--- src/rtl/dcache_wb_assoc.sv ---
// dcache_wb_assoc: 2-way set-associative write-back write-allocate data cache with per-set LRU and halt flush
module dcache_wb_assoc #(
  parameter int SETS = 8,
  parameter int BLK_WORDS = 2,
  parameter logic [31:0] HITCNT_ADDR = 32'h3100
) (
  input  logic        CLK,
  input  logic        nRST,
  input  logic        dmemREN,
  input  logic        dmemWEN,
  input  logic [31:0] dmemaddr,
  input  logic [31:0] dmemstore,
  input  logic        halt,
  output logic        dhit,
  output logic [31:0] dmemload,
  output logic        flushed,
  output logic        dREN,
  output logic        dWEN,
  output logic [31:0] daddr,
  output logic [31:0] dstore,
  input  logic [31:0] dload,
  input  logic        dwait
);
  localparam int OFF = $clog2(BLK_WORDS);
  localparam int IDX = $clog2(SETS);
  localparam int TAGW = 30 - OFF - IDX;
  typedef enum logic [2:0] {IDLE, WB, FETCH, FLUSH_SCAN, FLUSH_WB, CNT_WR, DONE} state_t;
  state_t state, nxt;
  logic [31:0] data [2][SETS][BLK_WORDS];
  logic [TAGW-1:0] tags [2][SETS];
  logic [1:0][SETS-1:0] valid, dirty;
  logic [SETS-1:0] lru;
  logic [31:0] hitcnt;
  logic [OFF-1:0] wcnt, off;
  logic [IDX:0] pair;
  logic [IDX-1:0] idx, cs;
  logic [TAGW-1:0] tag;
  logic cw, hit0, hit1, hitway, victim, xfer, last_word, last_pair, scan_dirty, line_done, unused_ok;
  assign off = dmemaddr[2 +: OFF];
  assign idx = dmemaddr[2+OFF +: IDX];
  assign tag = dmemaddr[31 -: TAGW];
  assign unused_ok = ^dmemaddr[1:0];
  // pair holds {set, way}: the victim slot during a miss, the scan position during a flush
  assign cs = pair[IDX:1];
  assign cw = pair[0];
  assign hit0 = valid[0][idx] && tags[0][idx] == tag;
  assign hit1 = valid[1][idx] && tags[1][idx] == tag;
  assign hitway = hit1;
  assign dhit = state == IDLE && !halt && (dmemREN || dmemWEN) && (hit0 || hit1);
  assign dmemload = data[hitway][idx][off];
  assign victim = !valid[0][idx] ? 1'b0 : !valid[1][idx] ? 1'b1 : lru[idx];
  assign xfer = !dwait;
  assign last_word = &wcnt;
  assign last_pair = &pair;
  assign scan_dirty = valid[cw][cs] && dirty[cw][cs];
  assign line_done = xfer && last_word;
  always_ff @(posedge CLK or negedge nRST)
    if (!nRST) state <= IDLE;
    else state <= nxt;
  always_comb begin
    nxt = state;
    dREN = 1'b0;
    dWEN = 1'b0;
    daddr = '0;
    dstore = '0;
    flushed = 1'b0;
    case (state)
      IDLE: nxt = halt ? FLUSH_SCAN
                : (dmemREN || dmemWEN) && !(hit0 || hit1) ? (valid[victim][idx] && dirty[victim][idx] ? WB : FETCH)
                : IDLE;
      WB, FLUSH_WB: begin
        dWEN = 1'b1;
        daddr = {tags[cw][cs], cs, wcnt, 2'b00};
        dstore = data[cw][cs][wcnt];
        if (line_done) nxt = state == WB ? FETCH : last_pair ? CNT_WR : FLUSH_SCAN;
      end
      FETCH: begin
        dREN = 1'b1;
        daddr = {tag, cs, wcnt, 2'b00};
        if (line_done) nxt = IDLE;
      end
      FLUSH_SCAN: nxt = scan_dirty ? FLUSH_WB : last_pair ? CNT_WR : FLUSH_SCAN;
      CNT_WR: begin
        dWEN = 1'b1;
        daddr = HITCNT_ADDR;
        dstore = hitcnt;
        if (xfer) nxt = DONE;
      end
      DONE: flushed = 1'b1;
      default: nxt = IDLE;
    endcase
  end
  always_ff @(posedge CLK or negedge nRST)
    if (!nRST) begin
      valid <= '0;
      dirty <= '0;
      lru <= '0;
      hitcnt <= '0;
      wcnt <= '0;
      pair <= '0;
    end else begin
      if (dhit) begin
        lru[idx] <= ~hitway;
        hitcnt <= hitcnt + 32'd1;
        if (dmemWEN) dirty[hitway][idx] <= 1'b1;
      end
      if ((state == WB || state == FETCH || state == FLUSH_WB) && xfer) wcnt <= wcnt + 1'b1;
      if (state == IDLE) pair <= halt ? '0 : {idx, victim};
      if ((state == FLUSH_SCAN && !scan_dirty) || (state == FLUSH_WB && line_done)) pair <= pair + 1'b1;
      if (state == FLUSH_WB && line_done) dirty[cw][cs] <= 1'b0;
      if (state == FETCH && line_done) begin
        valid[cw][cs] <= 1'b1;
        dirty[cw][cs] <= 1'b0;
      end
    end
  // line storage carries no reset: valid bits alone decide what is usable
  always_ff @(posedge CLK) begin
    if (dhit && dmemWEN) data[hitway][idx][off] <= dmemstore;
    if (state == FETCH && xfer) data[cw][cs][wcnt] <= dload;
    if (state == FETCH && line_done) tags[cw][cs] <= tag;
  end
endmodule

--- config.mk ---
export PLATFORM = sky130hd
export DESIGN_NAME = dcache_wb_assoc
export DESIGN_NICKNAME = d
export VERILOG_FILES = /design/src/rtl/dcache_wb_assoc.sv
export SDC_FILE = /design/constraint.sdc
export NUM_CORES = 2
export LEC_CHECK = 0
export BUFFER_PORTS_ARGS = -buffer_cell sky130_fd_sc_hd__buf_2
export CAP_MARGIN = 10
export CORE_UTILIZATION = 35
export DETAILED_ROUTE_END_ITERATION = 10
export GPL_TIMING_DRIVEN = 1
export PLACE_DENSITY = 0.5
export SYNTH_ARGS = -nofsm -noshare
export SYNTH_HDL_FRONTEND = slang
export SYNTH_SLANG_ARGS = --single-unit
--- constraint.sdc ---
create_clock -name CLK -period 5.85 [get_ports CLK]
set_input_delay 0 -clock CLK [delete_from_list [all_inputs] [get_ports CLK]]
set_output_delay 0 -clock CLK [all_outputs]
set_load 0.02 [all_outputs]
; ---- After elaboration in Yosys (flattened, before gate mapping)
; Memories as Yosys holds them, arrays and structs flattened.
; Cells that the tools add are included.
[op_classes]
add_sub_neg = 3
order_cmp = 17
bitwise = 11
muxes = 95
eq_ne = 11
reduce_logical = 39
[op_table]
columns = operator, n
row1 = $mux 512, 4
row2 = $reduce_or 512->1, 1
row3 = $bmux 64 s3, 2
row4 = $demux 64 s3, 2
row5 = $mux 64, 6
row6 = $mux 32, 8
row7 = $bmux 26 s3, 3
row8 = $mux 208, 1
row9 = $mux 26, 7
row10 = $pmux 32 s3, 1
row11 = $mux 8, 10
row12 = $demux 26 s3, 1
row13 = $demux 32 s1, 2
row14 = $mux 16, 4
row15 = $pmux 32 s2, 1
row16 = $eq 26x26->1, 2
row17 = $add 32x1->32 const B, 1
row18 = $and 16x16->16, 2
row19 = $or 16x16->16, 2
row20 = $logic_and 1x1->1, 23
row21 = $bmux 1 s3, 7
row22 = $mux 1, 18
row23 = $mux 3, 6
row24 = $pmux 3 s6, 1
row25 = other kinds (30), 61
[totals]
mem_bits_rw = 1440
inputBits = 102
mem_count = 2
regBits = 80
elab_cells = 187
[memory_table]
columns = name, depth, word_bits, read_ports, rd_clocked_by_memory_dff, wr, line_no
row1 = data, 2, 512, 2, 0, 1, 29  ; logic [31:0] data [2][SETS][BLK_WORDS];
row2 = tags, 2, 208, 3, 0, 1, 30  ; logic [TAGW-1:0] tags [2][SETS];

; ---- Depth between registers and ports, before layout
[logic_depth]
ltp_word = 17
ltp_mapped = 19
mapped_depth_nobuf = 11

; ---- Least setup slack after synthesis
; OpenSTA, ideal clock, no wires.
[synth_path]
kind = reg-to-reg
start = register pair[0]
end = memory tags[1][104] (netlist bit) (enable)
arrival_ns = 4.782
setup_ns = 0.443
slack_ns = 0.625
synth_period_minus_slack_ns = 5.225
t_required_ns = 5.407
path_stages_with_launch = 10
n_path_buf = 7
cell_sequence = dfrtp_1 -> clkbuf_1 -> buf_2 -> buf_2 -> clkbuf_1 -> clkbuf_1 -> buf_1 -> clkbuf_1 -> nand2_1 -> nor3_1
[synth_lines]
columns = item, line_no
row1 = "start, declared", 35  ; logic [IDX:0] pair;
row2 = "start signal, assigned", 108  ; if (state == IDLE) pair <= halt ? '0 : {idx, victim};
row3 = "start signal, assigned", 109  ; if ((state == FLUSH_SCAN && !scan_dirty) || (state == FLUSH_WB && line_done)) pair <= pair + 1'b1;
row4 = "end, declared", 30
; No word-level cell before the write port.

==> results.sh <==
export IMPL_synth_seq_cells=1520
export IMPL_grt_start_max_net_pins=127
export IMPL_overflow=0
export IMPL_critPathMaxFanout=38
export IMPL_cts_tree="done"
export IMPL_synth_distinct_cells=74
export IMPL_clock_sinks=1520
export IMPL_ios=202
export IMPL_async_reset_ff_frac=0.0526
export IMPL_hold_viol_final=0
export IMPL_fin_crit_ns=5.61
export IMPL_netlist_area_leader_share=0.601
export IMPL_p_leak_nw=26.8
export IMPL_num_rows=166
export IMPL_antenna_found_initial=16
export IMPL_comb_power_share=0.308
export IMPL_swShare=0.338
export IMPL_clkTransAtPathRegs_ns=0.06
export IMPL_drtIter0Drc=5468
export IMPL_cts_root_buf="clkbuf_16"
export IMPL_start_util=0.352
export IMPL_setup_viol=0
export IMPL_grt_pass1_vias=45900
export IMPL_tightest_slew_ns=1.25
export IMPL_cts_buffer_depth=3
export IMPL_irDropWorstVdd_mv=0.578
export IMPL_dr_total_vias=46300
export IMPL_endpoint="dmemload[7]"
export IMPL_post_cts_buffers=0
export IMPL_worst_setup_path_end_kind="output pin"
export IMPL_vias_per_cell=6.20
export IMPL_hold_path_class="primary input to flip-flop"
export IMPL_placed_cell_area_um2=78300
export IMPL_fp_dieW_um=455
export IMPL_grt_total_usage=0.262
export IMPL_synth_area_top_cells="edfxtp_1 (60%), mux4_2 (14%), mux2i_1 (7.4%)"
export IMPL_gr_usage_met2=0.427
export IMPL_dieArea_um2=207000
export IMPL_use_met3=0.0417
export IMPL_p_sw_mw=11.5
export IMPL_n_fill_cell=18500
export IMPL_arrival_ns=5.61
export IMPL_dr_pass1_iters=5
export IMPL_relSlewSlack=0.163
export IMPL_clock_skew_ns=0.0514
export IMPL_synth_top_area_cell="edfxtp_1"
export IMPL_io_buffers=197
export IMPL_seq_area_frac_synth=0.629
export IMPL_p_seq_frac=0.388
export IMPL_syn_area_um2=72000
export IMPL_startpoint="tags[1][128]"
export IMPL_power_density_nw_per_um2=402
export IMPL_cts_inserted_buffers=170
export IMPL_grtUsageMet1=0.361
export IMPL_ant_nets=0
export IMPL_synth_edff_count=1440
export IMPL_max_freq_mhz=178
export IMPL_drcViolationCount=0
export IMPL_syn_inst=4278
export IMPL_setup_tns_ns=0
export IMPL_worst_ep_required_time_ns=5.85
export IMPL_post_dp_hpwl_um=164000
export IMPL_status="complete, no violations"
export IMPL_core_area_um2=204000
export IMPL_r2r_end="tags[1][141]"
export IMPL_clk_latency_ns=0.84
export IMPL_route_detailed_wl_per_inst_um=36.9
export IMPL_die_y_um=455
export IMPL_wirelength_um=276000
export IMPL_gp_congestion=0.836
export IMPL_yosysWarningCount=0
export IMPL_rsz0062_at_grt="false"
export IMPL_regToRegStartpoint="state[1]"
export IMPL_fin_crit_sh=0.958
export IMPL_final_nets=4753
export IMPL_area_growth_pct=17.4
export IMPL_power_frac_clock=0.305
export IMPL_drv_slew=0
export IMPL_critPathLaunchType="flip-flop"
export IMPL_htreeDepth=4
export IMPL_rrSetupSlack_ns=1.37
export IMPL_final_area_um2=84500
export IMPL_grt_pass1_wl_um=379000
export IMPL_internal_power_mw=22.5
export IMPL_layout_drive_gt1_share=0.278
export IMPL_worstSetupPathType="flip-flop to output pin"
export IMPL_r2r_cells=6
export IMPL_syn_avg_cell_area_um2=16.8
export IMPL_maxCapViolCount=0
export IMPL_top_usage_layer="met2"
export IMPL_synthFlopType="edfxtp_1"
==> Yosys cell counts (5+ instances only) <==
cell type	number
o21ai_1	7
or4_1	10
buf_2	37
o22ai_1	168
o21ai_0	84
edfxtp_1	1440
dfrtp_1	80
a22o_1	53
a221oi_1	43
xor2_1	22
and3_1	14
mux2_2	90
nand3_1	49
nor4_1	28
o21a_1	10
mux4_2	459
a221o_1	9
buf_1	60
mux2i_1	534
buf_4	24
inv_1	8
xnor2_1	51
nor3_1	33
o211ai_1	22
a211oi_1	39
nor2_1	139
a32o_1	17
nand4_1	17
a21oi_1	90
nand2_1	139
buf_6	31
and2_1	14
or3_1	6
clkbuf_1	180
and4_1	5
nor2b_1	18
nand2b_1	21
a22oi_1	70
a31oi_1	20
or2_2	19
o221ai_1	31
o22a_1	17
==> final cells by class <==
cell class / count / area, um^2 / area share
diodes: 3 / 7.51 / 0.0000889
inverters: 10 / 37.5 / 0.000444
clock inverters: 74 / 642 / 0.00760
repair buffers: 532 / 5010 / 0.0593
clock buffers: 232 / 4600 / 0.0545
well taps: 2688 / 3360 / 0.0398
multi-input cells: 2415 / 25600 / 0.303
flip-flops and latches: 1520 / 45300 / 0.536
==> placed cells by master (no fill, tap or decap), types with 39 or more instances in the layout <==
cell type / netlist / final
xnor2_1: 51 / 51
mux4_2: 459 / 459
buf_4: 24 / 145
dlygate4sd3_1: 0 / 93
mux2_2: 90 / 90
clkbuf_1: 180 / 54
nor2_1: 139 / 93
dfrtp_1: 80 / 75
o22ai_1: 168 / 168
a22oi_1: 70 / 70
edfxtp_1: 1440 / 1440
clkbuf_16: 0 / 173
nor2_4: 0 / 45
a221oi_1: 43 / 42
a211oi_1: 39 / 39
buf_2: 37 / 192
nand3_1: 49 / 49
mux2i_1: 534 / 533
a21oi_1: 90 / 90
buf_12: 0 / 100
a22o_1: 53 / 53
nand2_1: 139 / 125
o21ai_0: 84 / 84
==> critical path, cell delays in order, from the launching register on <==
cell       delay [ns]
edfxtp_1         0.39
and2_1           0.18
a32o_1           0.23
or4_1            0.58
a2111oi_0        0.48
nand4_1          0.23
nor4_4           0.31
buf_12           0.23
buf_12           0.29
buf_4            0.28
mux2i_1          0.21
o22ai_1          0.11
nor4_1           0.55
o21a_1           0.20
a221oi_2         0.07
buf_4            0.19
buf_2            0.15
==> metrics by stage <==
stage                      util  hold WS, ns  instances  total power, mW  setup slack (ns)
after detailed placement  0.383      -0.0661       7071             23.6             0.587
after CTS                 0.413    0.0000724       7471             34.0             0.126
after global routing      0.413       0.0403       7474             34.9            0.0513
final                     0.413       0.0357       7474             34.0             0.245
after global placement    0.383      -0.0658       7071             23.6             0.595
after floorplan               -       -0.296       4279             19.4             0.625
==> how the worst min path moves through the flow <==
stage | startpoint | end | slack (ns) | depth (start not counted)
global placement | nRST | state[2] | -0.07 | 1
CTS | dload[17] | data[0][113] | 0.00007 | 2
finish | dload[17] | data[1][209] | 0.04 | 2
detailed placement | nRST | state[2] | -0.07 | 1
floorplan | nRST | dirty[0] | -0.30 | 0
global route | dload[17] | data[1][145] | 0.04 | 2
==> power groups by stage <==
stage	clock (mW)	sequential (mW)	combinational, mW
6_report	10.4	13.2	10.5
5_1_grt	10.9	13.2	10.8
4_1_cts	10.5	13.2	10.4
3_5_place_dp	0	13.4	10.3
3_3_place_gp	0	13.4	10.3
2_1_floorplan	0	13.1	6.31
==> timing repair <==
action,in CTS,in global routing
endpoints found under the setup margin,0,1
gates resized for setup,0,1
hold buffers,94,0
endpoints found under the hold margin,1332,0
==> routing by layer <==
layer	up-vias	part of all wire	wire length [um]
li1	18600	-	-
met1	25100	0.42	116000
met2	2233	0.48	132000
met3	404	0.072	20000
met4	6	0.030	8250
met5	-	0.00014	38
==> flip-flops by register name, summed over array words and instances, names as in the netlist <==
register / count
valid: 16
state: 3
tags: 416
hitcnt: 32
data: 1024
dirty: 16
lru: 8
pair: 4
last_word: 1
==> cells by family after synthesis <==
group           synth area share
simple gates              0.0356
mux                        0.233
compound gates            0.0702
flops                      0.629
other cells            0.0000521
xor+xnor                 0.00888
buf+inv                   0.0232
fa+ha+maj               0.000765
Note: power is estimated with default switching activity, not from simulation.
